<file path="config.mk">
export PLATFORM = sky130hd
export DESIGN_NAME = fetch_sequencer
export DESIGN_NICKNAME = d
export VERILOG_FILES = /design/src/rtl/fetch_sequencer.sv
export SDC_FILE = /design/constraint.sdc
export NUM_CORES = 1
export LEC_CHECK = 0
export BUFFER_PORTS_ARGS = -buffer_cell sky130_fd_sc_hd__buf_2
export CAP_MARGIN = 30
export CORE_ASPECT_RATIO = 1.4
export CORE_MARGIN = 3
export CORE_UTILIZATION = 54
export CTS_CLUSTER_SIZE = 16
export DETAILED_ROUTE_END_ITERATION = 7
export GPL_TIMING_DRIVEN = 0
export PLACE_DENSITY = 0.85
export SETUP_SLACK_MARGIN = 0.02
export SYNTH_ARGS = -nofsm -noshare
export SYNTH_HDL_FRONTEND = slang
export SYNTH_SLANG_ARGS = --single-unit
</file>
<file path="constraint.sdc">
create_clock -name clk -period 3.1 [get_ports clk]
set_clock_uncertainty 0.2 [all_clocks]
set_input_delay 0.465 -clock clk [delete_from_list [all_inputs] [get_ports clk]]
set_output_delay 0.465 -clock clk [all_outputs]
set_load 0.01 [all_outputs]
</file>
<file path="src/rtl/fetch_sequencer.sv">
// fetch_sequencer: multi-cycle, non-pipelined instruction fetch and sequencing FSM.
// It fetches a 32-bit word from unified memory at pc and holds it in the instruction register.
// It presents the decoded fields to the execute/memory stage.
// It paces each instruction through FETCH, WAIT, DECODE, EXEC, optional MEM, and WB.
// The address bus is shared with LDR/STR data accesses. addr_sel_pc claims the bus
// only while an instruction word is being fetched.
// Instruction format: [31:28] op_code, [27:24] rd, [23:20] rs1, [19:16] rs2, [15:0] imm.

module fetch_sequencer #(
    parameter int PC_W     = 8,
    parameter int RESET_PC = 0,
    parameter int MEM_LAT  = 1
) (
    input  logic            clk,
    input  logic            rst_n,
    input  logic            run,
    input  logic [31:0]     instr_in,
    output logic [PC_W-1:0] pc,
    output logic            addr_sel_pc,
    output logic            fetch_req,
    output logic [3:0]      op_code,
    output logic [3:0]      rd,
    output logic [3:0]      rs1,
    output logic [3:0]      rs2,
    output logic [15:0]     imm,
    output logic            exec_en,
    output logic            mem_phase,
    output logic            wb_en,
    output logic            busy,
    output logic [15:0]     retired
);

    // ------------------------------------------------------------------
    // Constants
    // ------------------------------------------------------------------
    typedef enum logic [2:0] {
        S_IDLE   = 3'd0,
        S_FETCH  = 3'd1,
        S_WAIT   = 3'd2,
        S_DECODE = 3'd3,
        S_EXEC   = 3'd4,
        S_MEM    = 3'd5,
        S_WB     = 3'd6
    } state_t;

    localparam logic [PC_W-1:0] RESET_PC_V = PC_W'(RESET_PC);
    localparam logic [PC_W-1:0] PC_ONE     = PC_W'(1);
    localparam logic [2:0]      LAT_INIT   = 3'(MEM_LAT - 1);
    localparam logic [31:0]     IR_NOP     = 32'hF000_0000;

    localparam logic [3:0] OP_CMP = 4'b1011;
    localparam logic [3:0] OP_LDR = 4'b1101;
    localparam logic [3:0] OP_STR = 4'b1110;
    localparam logic [3:0] OP_NOP = 4'b1111;

    // ------------------------------------------------------------------
    // Opcode classification helpers
    // ------------------------------------------------------------------

    // LDR and STR are the only ops that take a data-memory cycle.
    function automatic logic is_mem_op(input logic [3:0] op);
        logic res;
        case (op)
            OP_LDR:  res = 1'b1;
            OP_STR:  res = 1'b1;
            default: res = 1'b0;
        endcase
        return res;
    endfunction

    // CMP only sets flags. STR writes memory, not the register file. NOP does nothing.
    // All other ops, LDR included, write rd.
    function automatic logic writes_back(input logic [3:0] op);
        logic res;
        case (op)
            OP_CMP:  res = 1'b0;
            OP_STR:  res = 1'b0;
            OP_NOP:  res = 1'b0;
            default: res = 1'b1;
        endcase
        return res;
    endfunction

    // ------------------------------------------------------------------
    // State and datapath registers
    // ------------------------------------------------------------------
    state_t            state_r;
    state_t            state_next_s;
    logic [2:0]        lat_cnt_r;
    logic [31:0]       ir_r;
    logic [PC_W-1:0]   pc_r;
    logic [15:0]       retired_r;

    // Registered strobes and their next-cycle values
    logic              fetch_req_r, fetch_req_d_s;
    logic              addr_sel_pc_r, addr_sel_pc_d_s;
    logic              exec_en_r, exec_en_d_s;
    logic              mem_phase_r, mem_phase_d_s;
    logic              wb_en_r, wb_en_d_s;
    logic              busy_r, busy_d_s;

    // Datapath update enables
    logic              ir_load_s;
    logic              retire_s;

    assign ir_load_s = (state_r == S_WAIT) && (lat_cnt_r == 3'd0);
    assign retire_s  = (state_r == S_WB);

    // FSM state register; reset aborts any instruction in flight.
    always_ff @(posedge clk or negedge rst_n) begin
        if (!rst_n) begin
            state_r <= S_IDLE;
        end else begin
            state_r <= state_next_s;
        end
    end

    // Next-state logic: run is only looked at on instruction boundaries (IDLE and WB).
    always_comb begin
        state_next_s = state_r;
        case (state_r)
            S_IDLE: begin
                if (run) begin
                    state_next_s = S_FETCH;
                end else begin
                    state_next_s = S_IDLE;
                end
            end
            S_FETCH: begin
                state_next_s = S_WAIT;
            end
            S_WAIT: begin
                if (lat_cnt_r == 3'd0) begin
                    state_next_s = S_DECODE;
                end else begin
                    state_next_s = S_WAIT;
                end
            end
            S_DECODE: begin
                state_next_s = S_EXEC;
            end
            S_EXEC: begin
                if (is_mem_op(ir_r[31:28])) begin
                    state_next_s = S_MEM;
                end else begin
                    state_next_s = S_WB;
                end
            end
            S_MEM: begin
                state_next_s = S_WB;
            end
            S_WB: begin
                if (run) begin
                    state_next_s = S_FETCH;
                end else begin
                    state_next_s = S_IDLE;
                end
            end
            default: begin
                state_next_s = S_IDLE;
            end
        endcase
    end

    // Output decode from the state being entered, so each strobe is registered and lines up with its state.
    always_comb begin
        fetch_req_d_s   = 1'b0;
        addr_sel_pc_d_s = 1'b0;
        exec_en_d_s     = 1'b0;
        mem_phase_d_s   = 1'b0;
        wb_en_d_s       = 1'b0;
        busy_d_s        = (state_next_s != S_IDLE);
        case (state_next_s)
            S_IDLE: begin
                busy_d_s = 1'b0;
            end
            S_FETCH: begin
                fetch_req_d_s   = 1'b1;
                addr_sel_pc_d_s = 1'b1;
            end
            S_WAIT: begin
                addr_sel_pc_d_s = 1'b1;
            end
            S_DECODE: begin
                addr_sel_pc_d_s = 1'b0;
            end
            S_EXEC: begin
                exec_en_d_s = 1'b1;
            end
            S_MEM: begin
                // The data address from memory control owns the bus here.
                mem_phase_d_s   = 1'b1;
                addr_sel_pc_d_s = 1'b0;
            end
            S_WB: begin
                // The IR was latched back in WAIT, so its opcode is valid when WB is entered.
                wb_en_d_s = writes_back(ir_r[31:28]);
            end
            default: begin
                busy_d_s = 1'b0;
            end
        endcase
    end

    // Output strobe registers; async reset clears every strobe in the same cycle.
    always_ff @(posedge clk or negedge rst_n) begin
        if (!rst_n) begin
            fetch_req_r   <= 1'b0;
            addr_sel_pc_r <= 1'b0;
            exec_en_r     <= 1'b0;
            mem_phase_r   <= 1'b0;
            wb_en_r       <= 1'b0;
            busy_r        <= 1'b0;
        end else begin
            fetch_req_r   <= fetch_req_d_s;
            addr_sel_pc_r <= addr_sel_pc_d_s;
            exec_en_r     <= exec_en_d_s;
            mem_phase_r   <= mem_phase_d_s;
            wb_en_r       <= wb_en_d_s;
            busy_r        <= busy_d_s;
        end
    end

    // Memory latency counter: loaded in FETCH and counted down to zero through WAIT.
    always_ff @(posedge clk or negedge rst_n) begin
        if (!rst_n) begin
            lat_cnt_r <= 3'd0;
        end else if (state_r == S_FETCH) begin
            lat_cnt_r <= LAT_INIT;
        end else if ((state_r == S_WAIT) && (lat_cnt_r != 3'd0)) begin
            lat_cnt_r <= lat_cnt_r - 3'd1;
        end else begin
            lat_cnt_r <= lat_cnt_r;
        end
    end

    // Instruction register: captures read data only on the last WAIT cycle, otherwise holds.
    always_ff @(posedge clk or negedge rst_n) begin
        if (!rst_n) begin
            ir_r <= IR_NOP;
        end else if (ir_load_s) begin
            ir_r <= instr_in;
        end else begin
            ir_r <= ir_r;
        end
    end

    // Program counter and retired count: both advance once per completed instruction and wrap.
    always_ff @(posedge clk or negedge rst_n) begin
        if (!rst_n) begin
            pc_r      <= RESET_PC_V;
            retired_r <= 16'h0000;
        end else if (retire_s) begin
            pc_r      <= pc_r + PC_ONE;
            retired_r <= retired_r + 16'h0001;
        end else begin
            pc_r      <= pc_r;
            retired_r <= retired_r;
        end
    end

    // ------------------------------------------------------------------
    // Output assignments
    // ------------------------------------------------------------------
    assign pc          = pc_r;
    assign retired     = retired_r;
    assign fetch_req   = fetch_req_r;
    assign addr_sel_pc = addr_sel_pc_r;
    assign exec_en     = exec_en_r;
    assign mem_phase   = mem_phase_r;
    assign wb_en       = wb_en_r;
    assign busy        = busy_r;

    assign op_code = ir_r[31:28];
    assign rd      = ir_r[27:24];
    assign rs1     = ir_r[23:20];
    assign rs2     = ir_r[19:16];
    assign imm     = ir_r[15:0];

endmodule
</file>
==> flow_summary_export.csv, run 1 <==
group,metric,value,unit
worst_setup_path,path_max_fanout,10,
clock_network,cts_tree,"built",
die,dieArea,6220,sq um
detailed_routing,detail-route-antenna-nets,0,
clock_network,clock_sinks,68,
timing,relSlewSlack,0.445,
outcome,outcome,"complete, no violations",
die,core_area,4990,sq um
logic_synthesis,syn_avg_cell_area,13.1,sq um
clock_network,cts_made_buffers,9,
pwr,peakVddDrop,0.000645,V
timing,setup_viol,0,
detailed_routing,routed-via-count,2009,
detailed_routing,drt-pass1-iter-count,4,
logic_synthesis,synth-seq-area-share,0.597,
cells_and_area,nFillCells,362,
detailed_routing,routed_wl,5560,um
timing,worst_pin_slew,0.833,ns
timing,slew_violations,0,
timing,min_period,2.17,ns
cells_and_area,final_nets,365,
cells_and_area,final_cell_mix,"95 x buf_2, 64 x dfrtp_1, 22 x mux2_2",
die,die_w,67.5,um
clock_network,ctsHoldBuffers,0,
pwr,power_density,927,nW/um^2
die,row_count,30,
clock_network,clock-root-buffer,"clkbuf_8",
clock_network,clkTransAtPathRegs,0.07,ns
logic_synthesis,ys_ff_latch,68,
detailed_routing,wire_per_inst,14.1,um
detailed_routing,drc,0,
timing,rsz0062_at_grt,"no",
worst_setup_path,rr_worst_depth,6,
logic_synthesis,ys_types,35,
worst_setup_path,endpoint_kind,"flip-flop",
logic_synthesis,synth_nets,258,
clock_network,post_cts_buffers,0,
global_route,first_global_vias,2147,
timing,fmax,461,MHz
clock_network,clock_path_buffers,2,
place,place_congestion,0.780,
global_route,grt_overflow,0,
die,io_pins,97,
pwr,total_power,3.36,mW
global_route,gr-usage-all-layers,0.202,
detailed_routing,via_per_inst,5.09,
logic_synthesis,synth_warnings,0,
clock_network,clk_latency,0.33,ns
cells_and_area,area_growth,26.6,%
global_route,antenna_found_initial,0,
worst_setup_path,setup.worst_path.start_class,"flip-flop",
cells_and_area,antenna_cells,0,
pwr,p_leak,1.79,nW
worst_setup_path,crit_type,"flip-flop to flip-flop",
die,die_h,92.1,um
worst_hold_path,min_path_type,"input port to asynchronous set/reset pin",
cells_and_area,final_common_cell,"buf_2",
global_route,grt_pass1_wl,9490,um
flow_run,drv_cap,0,
logic_synthesis,syn-cell-area,2860,sq um
clock_network,htree_levels,3,
worst_setup_path,worstPathRequired,3.11,ns
place,hpwlAfterDp,4170,um
timing,min_period_over_period,0.700,
die,initial_core_util,0.573,
logic_synthesis,synthCells,219,
clock_network,cts-resized-gates,0,
timing,fin_tns_setup,0,ns
worst_setup_path,critPathArrivalTime,2.18,ns
detailed_routing,drt_iter0_markers,140,
cells_and_area,layout-drive-gt1-share,0.441,
timing,hold_viol,0,
global_route,grt_max_degree,69,
place,buffer_ports.inserted,96,
-- where the power goes --
part / internal (mW) / switching (mW)
clock network: 0.416 / 0.303
registers: 1.22 / 0.213
logic: 0.599 / 0.599
total: 2.24 / 1.12
-- synth_stat cells --
| cell type | number | area, sq um |
|---|---|---|
| dfrtp_1 | 64 | 1600 |
| mux2_2 | 22 | 248 |
| nand2_1 | 14 | 52.6 |
| xnor2_1 | 13 | 114 |
| mux2_1 | 12 | 135 |
| nor2_1 | 10 | 37.5 |
| nor3_1 | 10 | 50.1 |
| xor2_1 | 10 | 87.6 |
| inv_1 | 9 | 33.8 |
| nand4_1 | 6 | 37.5 |
| buf_4 | 5 | 37.5 |
| o21ai_0 | 5 | 25.0 |
| a21oi_1 | 4 | 20.0 |
| dfstp_2 | 4 | 105 |
| ha_1 | 4 | 50.1 |
| nand2b_1 | 4 | 25.0 |
| nand3_1 | 3 | 15.0 |
| and3_1 | 2 | 12.5 |
| clkbuf_1 | 2 | 7.51 |
| a31oi_1 | 1 | 6.26 |
| and2_1 | 1 | 6.26 |
| and3b_1 | 1 | 8.76 |
| nand3_2 | 1 | 10.0 |
| nand4_4 | 1 | 21.3 |
| nand4b_1 | 1 | 8.76 |
| nor2b_1 | 1 | 6.26 |
| nor3b_4 | 1 | 18.8 |
| nor4_1 | 1 | 6.26 |
| nor4_2 | 1 | 12.5 |
| nor4_4 | 1 | 21.3 |
| o211ai_1 | 1 | 7.51 |
| o31ai_1 | 1 | 7.51 |
| or2_1 | 1 | 6.26 |
| or3_1 | 1 | 6.26 |
| or3_4 | 1 | 11.3 |
-- final timing paths --
kind,start,slack [ns],endpoint
hold / removal,rst_n,0.03,pc[2]
setup / recovery,lat_cnt_r[0],0.93,ir_r[15]
max in group asynchronous,rst_n,2.12,ir_r[6]
hold reg to reg,retired[15],0.26,retired[15]
setup reg to reg,lat_cnt_r[0],0.93,ir_r[15]
min in group clk,instr_in[9],0.15,ir_r[9]
-- critical path, cell delays in order, from the launching register on --
cell and delay [ns]:
dfrtp_1 0.40, inv_1 0.07, ha_1 0.15, ha_1 0.26, nor3b_4 0.37, buf_4 0.25
mux2_2 0.36
-- per-layer routing --
metal / global-route usage / vias to the layer above / share of wire
li1: - / 970 / -
met1: 0.235 / 952 / 0.39
met2: 0.325 / 80 / 0.51
met3: 0.0735 / 7 / 0.083
met4: 0.0863 / 0 / 0.016
met5: 0 / - / 0
-- state kept, by name, summed over array words and instances, names as in the netlist --
register     count
ir_r            32
retired         16
pc               8
lat_cnt_r        3
state_r          3
addr_sel_pc      1
busy             1
exec_en          1
fetch_req        1
mem_phase        1
wb_en            1
-- kinds of logic (layout without fill, tap and decap cells) --
family | after synthesis | in the layout | share of synthesized area
flops | 68 | 68 | 0.597
xor+xnor | 23 | 23 | 0.0704
buf+inv | 16 | 128 | 0.0276
compound gates | 12 | 12 | 0.0232
simple gates | 62 | 62 | 0.131
fa+ha+maj | 4 | 4 | 0.0175
mux | 34 | 34 | 0.134
-- metrics by stage --
step,util,hold slack [ns],std cells,instance area (sq um),setup WS [ns]
floorplan,-,-0.0306,219,2860,1.16
global placement,0.685,0.251,379,3420,0.972
finish,0.725,0.0335,395,3620,0.931
global route,0.725,0.0893,395,3620,0.812
detailed placement,0.686,0.256,379,3420,0.912
CTS,0.725,0.0592,395,3620,0.911
-- final cells by class --
type | instances | area [sq um] | area share
clock buffer | 14 | 163 | 0.0449
clock inverter | 2 | 35.0 | 0.00968
sequential | 68 | 1710 | 0.471
multi-input combinational | 135 | 1070 | 0.297
tap | 64 | 80.1 | 0.0221
inverter | 9 | 33.8 | 0.00933
buffer | 7 | 45.0 | 0.0124
timing repair buffer | 96 | 483 | 0.133
Note: power is estimated with default switching activity, not from simulation.
==> inputs of run 2 (changes only) <==
Settings changed: CORE_UTILIZATION 54 to 50, PLACE_DENSITY 0.85 to 0.8.
Clock period 3.1 ns to 2.14 ns, I/O delays scaled along.
==> flow_summary_export.csv, run 2 (same netlist as run 1, synthesis figures left out) <==
group,metric,value,unit
outcome,outcome,"complete, no violations",
detailed_routing,drt-pass1-iter-count,4,
cells_and_area,layout-drive-gt1-share,0.438,
cells_and_area,final_common_cell,"buf_2",
timing,slew_violations,0,
detailed_routing,detail-route-antenna-nets,0,
pwr,total_power,5.06,mW
clock_network,cts_tree,"built",
place,buffer_ports.inserted,96,
timing,fmax,495,MHz
pwr,peakVddDrop,0.000782,V
cells_and_area,area_growth,35.2,%
clock_network,clock_sinks,68,
die,initial_core_util,0.518,
place,dp.cells,383,
clock_network,cts_made_buffers,9,
timing,min_period,2.02,ns
timing,hold_viol,0,
timing,relSlewSlack,0.448,
die,io_pins,97,
global_route,gr-usage-all-layers,0.188,
die,row_count,32,
worst_setup_path,crit_type,"flip-flop to flip-flop",
worst_setup_path,max_stage_delay,0.40,ns
detailed_routing,drc,0,
detailed_routing,wire_per_inst,14.4,um
global_route,first_global_vias,2154,
die,dieArea,6680,sq um
cells_and_area,antenna_cells,0,
worst_setup_path,path_delay_family,"flip-flops",
clock_network,clkTransAtPathRegs,0.07,ns
detailed_routing,drt_iter0_markers,95,
global_route,grt_pass1_wl,9870,um
die,die_h,95.5,um
pwr,seq_power_share,0.416,
detailed_routing,routed-via-count,2122,
cells_and_area,final_cell_mix,"95 x buf_2, 64 x dfrtp_1, 22 x mux2_2",
global_route,grt_max_degree,69,
pwr,internal-power,3.32,mW
die,core_area,5530,sq um
worst_setup_path,setup.worst_path.start_class,"flip-flop",
pwr,power_switching,1.74,mW
worst_setup_path,slowest_stage,"dfrtp_1",
flow_run,drv_cap,0,
worst_setup_path,path_max_fanout,7,
timing,setup_viol,0,
cells_and_area,top_register,"ir_r",
pwr,p_leak,1.89,nW
place,place_congestion,0.802,
worst_setup_path,path_cells,"inv_1 > ha_1 > ha_4 > nor3b_4 > buf_12 > clkbuf_4 > mux2_2",
timing,worst_pin_slew,0.828,ns
worst_setup_path,worstPathRequired,2.16,ns
die,die_w,69.9,um
cells_and_area,nFillCells,408,
cells_and_area,largest_reg_flops,32,
worst_setup_path,endpoint_kind,"flip-flop",
clock_network,clock_path_buffers,2,
pwr,clock_power_share,0.210,
global_route,grt_overflow,0,
worst_setup_path,crit_buf_inv,3,
pwr,power_frac_comb,0.375,
place,hpwlAfterDp,4190,um
clock_network,htree_levels,3,
clock_network,clock-root-buffer,"clkbuf_8",
cells_and_area,final_nets,386,
pwr,netSwitchingFraction,0.344,
cells_and_area,post-route-util,0.700,
pwr,power_density,1310,nW/um^2
clock_network,clk_latency,0.34,ns
global_route,antenna_found_initial,0,
worst_hold_path,min_path_type,"input port to flip-flop",
detailed_routing,routed_wl,6070,um
timing,rsz0062_at_grt,"no",
timing,worst_slack,0.120,ns
timing,min_period_over_period,0.944,
place,post-place-ws,-0.0615,ns
detailed_routing,via_per_inst,5.05,
worst_setup_path,critPathArrivalTime,2.04,ns
cells_and_area,final_cell_count_no_fill,420,
## run 2: cell types whose count changed in the layout (fill, tap and decap cells not counted), sizes merged
| cell | delta |
|---|---|
| clkinvlp | +2 |
| buf | +3 |
| dlygate4sd3 | +17 |
| clkinv | +2 |
| clkbuf | -3 |
## run 2: layout make-up
cell class	count	area, sq um	area share
Sequential cell	68	1710	0.441
Multi-Input combinational cell	135	1090	0.281
Timing Repair Buffer	117	696	0.180
Clock buffer	10	138	0.0356
Tap cell	68	85.1	0.0220
Clock inverter	6	63.8	0.0165
Buffer	7	56.3	0.0146
Inverter	9	33.8	0.00874
## run 2: worst paths after layout
kind                       slack, ns  cells past startpoint     endpoint          from
hold reg to reg                 0.26                      1  retired[15]   retired[15]
max in group asynchronous       0.77                      2    fetch_req         rst_n
hold / removal                  0.02                      2     ir_r[13]  instr_in[13]
setup / recovery                0.12                      7     ir_r[17]  lat_cnt_r[0]
min in group asynchronous       0.44                      2        pc[7]         rst_n
setup reg to reg                0.12                      7     ir_r[17]  lat_cnt_r[0]
## run 2: layer usage
layer / vias to the layer above / global-route usage / share of wire
met4: 0 / 0.0687 / 0.011
met2: 78 / 0.328 / 0.53
met1: 1029 / 0.212 / 0.39
met5: - / 0 / 0
li1: 1009 / - / -
met3: 6 / 0.0686 / 0.071
## run 2: power groups by stage
stage	Sequential, mW	Combinational (mW)	Clock, mW
after detailed placement	2.12	1.77	0
after floorplan	2.29	0.887	0
after global routing	2.17	2.07	1.14
after global placement	2.08	1.71	0
final	2.10	1.89	1.06
after CTS	2.10	1.83	1.07
## run 2: through the flow
| stage | setup TNS, ns | instance area [sq um] | hold WS, ns |
|---|---|---|---|
| finish | 0 | 3870 | 0.0196 |
| global route | 0 | 3870 | 0.00145 |
| CTS | 0 | 3800 | 0.000115 |
| detailed placement | -1.30 | 3430 | 0.252 |
| global placement | 0 | 3430 | 0.252 |
| floorplan | 0 | 2860 | -0.175 |
## run 2: repair_timing
| action | in CTS | in global routing |
|---|---|---|
| hold buffers | 15 | 2 |
| endpoints found under the setup margin | 30 | 32 |
| endpoints found under the hold margin | 78 | 2 |
| buffers inserted | 1 | 1 |
| gates cloned | 0 | 2 |
| resized for setup | 4 | 3 |
==> inputs of run 3 (changes only) <==
Settings changed: BUFFER_PORTS_ARGS -buffer_cell sky130_fd_sc_hd__buf_2 to -buffer_cell sky130_fd_sc_hd__buf_4.
==> flow_summary_export.csv, run 3 (same netlist as run 1, synthesis figures left out) <==
group,metric,value,unit
outcome,outcome,"complete, no violations",
die,row_count,32,
worst_setup_path,worstPathRequired,2.16,ns
worst_setup_path,path_max_fanout,6,
worst_setup_path,critPathArrivalTime,2.04,ns
worst_setup_path,crit_type,"flip-flop to flip-flop",
timing,slew_violations,0,
timing,rsz0062_at_grt,"no",
die,die_h,95.5,um
clock_network,clk_latency,0.34,ns
global_route,first_global_vias,2165,
detailed_routing,routed-via-count,2102,
global_route,grt_pass1_wl,10000,um
timing,fmax,494,MHz
clock_network,htree_levels,3,
timing,min_period,2.03,ns
cells_and_area,nFillCells,370,
timing,worst_pin_slew,0.843,ns
timing,relSlewSlack,0.438,
detailed_routing,drt-pass1-iter-count,4,
place,hpwlAfterDp,4350,um
die,core_area,5530,sq um
detailed_routing,detail-route-antenna-nets,0,
global_route,antenna_found_initial,0,
cells_and_area,area.sequential,1710,sq um
pwr,p_leak,1.96,nW
detailed_routing,drt_iter0_markers,67,
global_route,grt_max_degree,69,
timing,setup_viol,0,
clock_network,clock_path_buffers,2,
detailed_routing,routed_wl,6210,um
die,io_pins,97,
clock_network,clock_sinks,68,
cells_and_area,final_cell_mix,"100 x buf_4, 64 x dfrtp_1, 22 x mux2_2",
die,die_w,69.9,um
flow_run,drv_cap,0,
detailed_routing,wire_per_inst,15.0,um
worst_setup_path,endpoint_kind,"flip-flop",
clock_network,clkTransAtPathRegs,0.08,ns
timing,min_period_over_period,0.947,
place,buffer_ports.inserted,96,
worst_setup_path,setup.worst_path.start_class,"flip-flop",
pwr,power_density,1370,nW/um^2
cells_and_area,layout-drive-gt1-share,0.442,
cells_and_area,antenna_cells,0,
cells_and_area,final_nets,380,
cells_and_area,post-route-util,0.743,
die,initial_core_util,0.518,
timing,fin_tns_setup,0,ns
clock_network,clock-root-buffer,"clkbuf_8",
cells_and_area,area_growth,43.4,%
cells_and_area,top_register,"ir_r",
global_route,grt_overflow,0,
cells_and_area,largest_reg_flops,32,
detailed_routing,via_per_inst,5.08,
global_route,gr-usage-all-layers,0.190,
cells_and_area,final_common_cell,"buf_4",
detailed_routing,drc,0,
clock_network,cts_made_buffers,9,
clock_network,cts_tree,"built",
worst_hold_path,min_path_type,"input port to flip-flop",
die,dieArea,6680,sq um
cells_and_area,multiInputGateArea,1090,sq um
timing,hold_viol,0,
place,place_congestion,0.789,
pwr,peakVddDrop,0.00113,V
## run 3: cell types whose count changed in the layout (fill, tap and decap cells not counted), sizes merged
cell | previous run | this run
buf | 104 | 103
bufinv | 1 | 4
clkbuf | 13 | 12
clkinv | 3 | 2
clkinvlp | 2 | 0
dlygate4sd3 | 17 | 12
inv | 9 | 10
## run 3: layer usage
layer / vias up / global-route usage / routed length, um
met2: 75 / 0.345 / 3300
met5: - / 0 / 0
met4: 0 / 0.0575 / 76
met1: 1021 / 0.207 / 2370
met3: 9 / 0.0696 / 459
li1: 997 / - / -
## run 3: worst paths after layout
| check | startpoint | end | slack [ns] | depth (start not counted) |
|---|---|---|---|---|
| max | lat_cnt_r[0] | ir_r[13] | 0.11 | 7 |
| min | instr_in[9] | ir_r[9] | 0.01 | 2 |
| max reg2reg | lat_cnt_r[0] | ir_r[13] | 0.11 | 7 |
| min reg2reg | retired[15] | retired[15] | 0.27 | 1 |
| max in group asynchronous | rst_n | ir_r[19] | 0.75 | 2 |
| min in group asynchronous | rst_n | retired[1] | 0.44 | 2 |
## run 3: what timing repair did
| item | 4_1_cts | 5_1_grt |
|---|---|---|
| setup endpoints to repair | 29 | 32 |
| endpoints found under the hold margin | 75 | 0 |
| cloned | 0 | 1 |
| buffers inserted | 1 | 1 |
| resized for setup | 2 | 4 |
| hold buffers | 12 | 0 |
## run 3: layout make-up
class / instances / area share
plain buffers: 7 / 0.0137
clock buffers: 9 / 0.0302
clock inverters: 7 / 0.0357
inverters: 9 / 0.00823
multi-input cells: 135 / 0.265
flip-flops and latches: 68 / 0.416
well taps: 68 / 0.0207
repair buffers: 111 / 0.210
## run 3: report_power, final
part | internal, mW | switching, mW | total, mW
Clock | 0.900 | 0.501 | 1.40
Sequential | 1.77 | 0.353 | 2.13
Combinational | 1.17 | 0.920 | 2.09
Total | 3.85 | 1.77 | 5.62
## run 3: metrics by stage
stage | power (mW) | worst slack [ns] | hold WS [ns] | std cells | instance area (sq um)
CTS | 5.63 | 0.0229 | 0.00183 | 412 | 4070
finish | 5.62 | 0.114 | 0.0150 | 414 | 4100
floorplan | 3.17 | 0.205 | -0.175 | 219 | 2860
detailed placement | 4.16 | -0.0629 | 0.257 | 383 | 3670
global route | 5.94 | 0.00287 | 0.00129 | 414 | 4100
global placement | 4.07 | 0.0130 | 0.259 | 383 | 3670
## run 3: worst max-delay path, cell delays in order (launching register included)
cell	delay, ns
dfrtp_1	0.41
inv_1	0.07
ha_1	0.19
ha_4	0.17
nor3b_4	0.16
buf_4	0.18
clkbuf_4	0.19
mux2_2	0.33
